===== src/rtl/pipe_stage_ctrl.sv =====
// rtl/pipe_stage_ctrl.sv - pipeline stall/flush sequencer with memory-wait watchdog
// Optional live stall counter is built when STALL_CNT_EN is defined.
module pipe_stage_ctrl #(
  parameter int MEM_TIMEOUT = 16,
  parameter int CNT_W       = 16
) (
  input  logic             clk,
  input  logic             rst_n,
  input  logic             ld_use_hazard,
  input  logic             br_taken,
  input  logic             dmem_req,
  input  logic             dmem_ready,
  output logic [4:0]       ce,
  output logic [1:0]       flush,
  output logic             mem_timeout,
  output logic [CNT_W-1:0] stall_cnt
);

  localparam int WW = $clog2(MEM_TIMEOUT + 1) + 1;

  typedef enum logic [1:0] {RUN, MEM_WAIT, ERR} state_t;

  state_t          state_q, state_d;
  logic [WW-1:0]   wait_cnt_q, wait_cnt_d;
  logic            mem_timeout_q, mem_timeout_d;
  logic [4:0]      ce_adv;
  logic [1:0]      flush_adv;

  // Advance decision used by RUN and by the MEM_WAIT release cycle.
  always_comb begin
    ce_adv    = 5'b11111;
    flush_adv = 2'b00;
    if (br_taken) begin
      flush_adv = 2'b11;
    end else if (ld_use_hazard) begin
      ce_adv    = 5'b11100;
      flush_adv = 2'b10;
    end
  end

  always_comb begin
    state_d       = state_q;
    wait_cnt_d    = wait_cnt_q;
    mem_timeout_d = mem_timeout_q;
    ce            = 5'b00000;
    flush         = 2'b00;
    case (state_q)
      RUN: begin
        if (dmem_req && !dmem_ready) begin
          state_d    = MEM_WAIT;
          wait_cnt_d = WW'(1);
        end else begin
          ce    = ce_adv;
          flush = flush_adv;
        end
      end
      MEM_WAIT: begin
        if (dmem_ready) begin
          ce         = ce_adv;
          flush      = flush_adv;
          state_d    = RUN;
          wait_cnt_d = '0;
        end else begin
          if ((MEM_TIMEOUT != 0) && (wait_cnt_q == WW'(MEM_TIMEOUT))) begin
            state_d       = ERR;
            mem_timeout_d = 1'b1;
          end
          // Saturate so a disabled watchdog cannot wrap the count.
          if (wait_cnt_q != '1) begin
            wait_cnt_d = wait_cnt_q + WW'(1);
          end
        end
      end
      ERR: begin
        mem_timeout_d = 1'b1;
      end
      default: begin
        state_d = RUN;
      end
    endcase
    if (!rst_n) begin
      ce    = 5'b00000;
      flush = 2'b00;
    end
  end

  always_ff @(posedge clk or negedge rst_n) begin
    if (!rst_n) begin
      state_q       <= RUN;
      wait_cnt_q    <= '0;
      mem_timeout_q <= 1'b0;
    end else begin
      state_q       <= state_d;
      wait_cnt_q    <= wait_cnt_d;
      mem_timeout_q <= mem_timeout_d;
    end
  end

  assign mem_timeout = mem_timeout_q;

`ifdef STALL_CNT_EN
  logic [CNT_W-1:0] stall_cnt_q, stall_cnt_d;

  always_comb begin
    stall_cnt_d = stall_cnt_q;
    if (!ce[0] && (stall_cnt_q != '1)) begin
      stall_cnt_d = stall_cnt_q + CNT_W'(1);
    end
  end

  always_ff @(posedge clk or negedge rst_n) begin
    if (!rst_n) begin
      stall_cnt_q <= '0;
    end else begin
      stall_cnt_q <= stall_cnt_d;
    end
  end

  assign stall_cnt = stall_cnt_q;
`else
  assign stall_cnt = '0;
`endif

endmodule


===== config.mk =====
export PLATFORM = sky130hd
export DESIGN_NAME = pipe_stage_ctrl
export DESIGN_NICKNAME = d
export VERILOG_FILES = /design/src/rtl/pipe_stage_ctrl.sv
export SDC_FILE = /design/constraint.sdc
export NUM_CORES = 1
export LEC_CHECK = 0
export CAP_MARGIN = 40
export CORE_MARGIN = 2
export CORE_UTILIZATION = 25
export DETAILED_ROUTE_END_ITERATION = 10
export GPL_TIMING_DRIVEN = 0
export PLACE_DENSITY = 0.5
export SETUP_SLACK_MARGIN = 0.3
export SLEW_MARGIN = 40
export SYNTH_ARGS = -nofsm -noshare
export SYNTH_HDL_FRONTEND = slang
export SYNTH_SLANG_ARGS = --single-unit

===== constraint.sdc =====
create_clock -name clk -period 4.21 [get_ports clk]
set_input_delay 0.6315 -clock clk [delete_from_list [all_inputs] [get_ports clk]]
set_output_delay 0.6315 -clock clk [all_outputs]
set_load 0.01 [all_outputs]

# == After elaboration in Yosys (flattened, before gate mapping) ==
# Index checks and enable logic that the tools add are counted.
# op_classes
add_sub_neg,1
n_eq_ne,9
muxes,23
n_bitwise,1
reduce_logical,8
# op_table
operator,count
5-bit 2-to-1 mux,4
2-bit 2-to-1 mux,9
6-bit 2-to-1 mux,3
6-bit case mux with 2 select lines,1
5-bit case mux with 2 select lines,1
3-bit AND reduction,3
"6-bit by 1-bit adder with 6-bit output, second input constant",1
"6-bit by 5-bit == test with 1-bit output, second input constant",1
"2-bit inequality test, second input constant",3
"3-bit inequality test, second input constant",2
"6-bit inequality test, second input constant",1
2-bit case mux with 3 select lines,1
2-bit case mux with 2 select lines,1
2-bit nonzero test,2
"2-bit by 1-bit == test with 1-bit output, second input constant",1
"2-bit == test, second input constant",1
2-bit logical NOT,1
1-bit 2-to-1 mux,2
1-bit case mux with 2 select lines,1
1-bit logical AND,1
1-bit logical NOT,1
1-bit inverter,1
# totals
register_bits,9
inputBits,6
out_inout_bits,24
wordCells,45

# == Logic depth before layout (Yosys ltp) ==
# depth
ltp_word,5
depth_mapped,5
depth_no_buf,5

# == Worst setup path before layout ==
# OpenSTA, ideal clock, no wires.
# synth_timing
path_type,input to output
start,input port dmem_req
end,output port ce[1]
arrival_time_ns,1.354
required_time_ns,3.579
slack_ns,2.225
path_stages,4
n_path_buf,1
cell_sequence,o21bai_1 -> nand3b_1 -> a21oi_1 -> buf_4
# synth_via
elab_chain_cells,4
# synth_rtl
element,line_no,source
from (decl),11,"input logic dmem_req,"
1-bit logical AND,49,if (dmem_req && !dmem_ready) begin
5-bit 2-to-1 mux,49,
5-bit case mux with 2 select lines,47,case (state_q)
5-bit 2-to-1 mux,81,if (!rst_n) begin
to (decl),13,"output logic [4:0] ce,"
# No other way between the ends.

# == Worst setup path after layout ==
# layout_timing
start,input port rst_n
end,output port ce[1]
# layout_via
elab_chain_cells,1
# layout_rtl
element,line_no,source
from (decl),8,"input logic rst_n,"
5-bit 2-to-1 mux,81,
# No other way between the ends.

==> flow_metrics.tcl <==
set metrics [dict create \
    outcome "finished, final reports clean" \
    maxCapViolations 0 \
    io_buffer_count 13 \
    path_class "primary input to output port" \
    ant_nets 0 \
    synth_area_leader_cell "dfrtp_1" \
    cp-end-kind "output port" \
    postCtsSetupBuffers 0 \
    grt_first_pass_wirelength_um 2150 \
    antenna_found_initial 0 \
    arrival_ns 2.48 \
    wl_met3_um 106 \
    viasPerCell 4.19 \
    setup_violations 0 \
    async_flop_share_pct 100 \
    yosysTopAreaCellShare_pct 33.4 \
    finalWeightedCongestion 0.743 \
    die_w_um 55.9 \
    ios 30 \
    synth.yosys.warnings 0 \
    clock_latency_ns 0.26 \
    clock_sinks 9 \
    peakVddDrop_v 0.000121 \
    drt_wl_total_um 1320 \
    synth_most_common_cell "buf_4" \
    nNetsFinal 118 \
    fmax_mhz 321 \
    cts.repair.resized 0 \
    clockBufferDepth 2 \
    finalSetupTns_ns 0 \
    start_util_pct 26.7 \
    power.total_mw 0.228 \
    core-area_um2 2520 \
    area_growth_pct 37.1 \
    synth.avg_cell_area_um2 8.76 \
    synth_area_leaders "dfrtp_1 (33%), buf_4 (21%), a21oi_1 (5.2%), ha_1 (3.7%), inv_1 (3.3%)" \
    drt-met1-wl_um 604 \
    final-max-slew-violation-count 0 \
    ys_seq_area_share_pct 33.4 \
    met2_length_um 582 \
    synth-seq-cells 9 \
    wl_per_cell_um 9.47 \
    synthCells 77 \
    overflow 0 \
    netSwitchingPower_mw 0.0679 \
    rsz0062_at_grt "no" \
    fin_crit_ns 3.11 \
    dp_slack_ns 1.06 \
    cts_root_buf "clkbuf_4" \
    top_layer "met4" \
    p_int_mw 0.160 \
    n_antenna_cell 0 \
    grt_pass1_vias 516 \
    cts_inserted_buffers 3 \
    start_kind "primary input" \
    p_clk_share_pct 30.1 \
    setup_slack_ns 1.10 \
    synth_flop_cell "dfrtp_1" \
    syn_area_um2 674 \
    cts.clk_slew.worst_paths_ns 0.06 \
    timing.final.crit_share_pct 73.9 \
    vias 582 \
    cts_tree "built" \
    combPwrFrac_pct 28.1 \
    cellPowerDensity_nw_per_um2 247 \
    fp.dieArea_um2 3130 \
    htree_num_levels 1 \
    cts_hold_buf 0 \
    synthDistinctLibCells 28 \
    netSwitchingFraction_pct 29.8 \
    crit_required_ns 3.58 \
    dieHeight_um 55.9 \
    hold_viol_final 0 \
    drc 0 \
    final_layout_size_suffix_gt1_share_pct 23.9 \
    finClkSkew_ns 0.00160 \
    leakagePower_nw 0.457 \
    seq_power_share_pct 41.8 \
    drt-pass1-iter-count 4 \
    synth_enable_flop_cells 0 \
    holdCritPathClass "register to register" \
    path_max_fanout 10 \
    drt_iter0_markers 11 \
    grt_max_degree 11 \
    row_count 18 \
    dpl.hpwl_um 1000 \
    grt_use_total_pct 8.64 \
    fill_cells 275 \
    synth_common_cells "buf_4 (19), dfrtp_1 (9), a21oi_1 (7)" \
]
## path summary, 6_finish.rpt
check | startpoint | end | slack [ns] | cells after the start
worst max-delay path | rst_n | ce[1] | 1.10 | 5
max in group asynchronous | rst_n | wait_cnt_q[5] | 3.21 | 1
min in group asynchronous | rst_n | wait_cnt_q[4] | 0.69 | 1
worst min register to register | mem_timeout | mem_timeout | 0.47 | 1
worst min-delay path | mem_timeout | mem_timeout | 0.47 | 1
worst max register to register | wait_cnt_q[1] | wait_cnt_q[1] | 2.69 | 5
## cells in the final DEF, fill, tap and decap left out, drive strengths merged, types with 2 or more instances in the layout
master / count
buf: 20
conb: 16
clkdlybuf4s50: 13
dfrtp: 9
a21oi: 8
inv: 6
nand3: 4
nor2: 4
clkbuf: 4
nand2b: 3
o21ai: 3
a41oi: 2
nand2: 2
a32o: 2
o31ai: 2
ha: 2
## worst max-delay path, stage by stage
cell,delay [ns]
clkdlybuf4s50_1,0.76
nand3b_1,0.23
a21oi_1,0.21
buf_4,0.13
clkdlybuf4s50_1,0.52
## power by group through the flow
stage          Clock, mW  Sequential, mW  Combinational [mW]
3_3_place_gp           0          0.0968              0.0629
2_1_floorplan          0          0.0958              0.0431
6_report          0.0688          0.0954              0.0641
5_1_grt           0.0767          0.0960              0.0703
3_5_place_dp           0          0.0970              0.0635
4_1_cts           0.0706          0.0954              0.0638
## logic make-up after synthesis
| family | Yosys count | share of synthesized area [%] |
|---|---|---|
| adders and majority gates | 2 | 3.71 |
| AOI/OAI and AO/OA | 21 | 21.2 |
| other | 1 | 0.556 |
| DFF | 9 | 33.4 |
| buffers and inverters | 26 | 25.2 |
| and+or+nand+nor | 18 | 16.0 |
## per-layer routing
layer	up-vias	global-route usage (%)
met2	29	14.6
met4	0	5.10
met5	-	0
li1	297	-
met1	253	9.82
met3	3	2.09
## cell type report
cell class / instances / area (um2) / share of cell area [%]
multi-input combinational: 57 / 335 / 36.3
sequential: 9 / 225 / 24.4
buffer: 20 / 148 / 16.0
timing repair buffer: 13 / 130 / 14.1
tap: 30 / 37.5 / 4.06
clock buffer: 4 / 26.3 / 2.84
inverter: 6 / 22.5 / 2.44
## metrics by stage
| step | instances | util [%] | area, um2 | hold slack, ns |
|---|---|---|---|---|
| detailed placement | 135 | 35.6 | 898 | 0.450 |
| global route | 139 | 36.7 | 925 | 0.482 |
| CTS | 139 | 36.7 | 925 | 0.470 |
| floorplan | 92 | - | 731 | 0.336 |
| global placement | 135 | 35.6 | 898 | 0.447 |
| finish | 139 | 36.7 | 925 | 0.471 |
## state kept, by name, indices dropped and copies added (netlist names)
register	cells
state_q	2
wait_cnt_q	6
mem_timeout	1
Power figures use the tool's default switching activity.
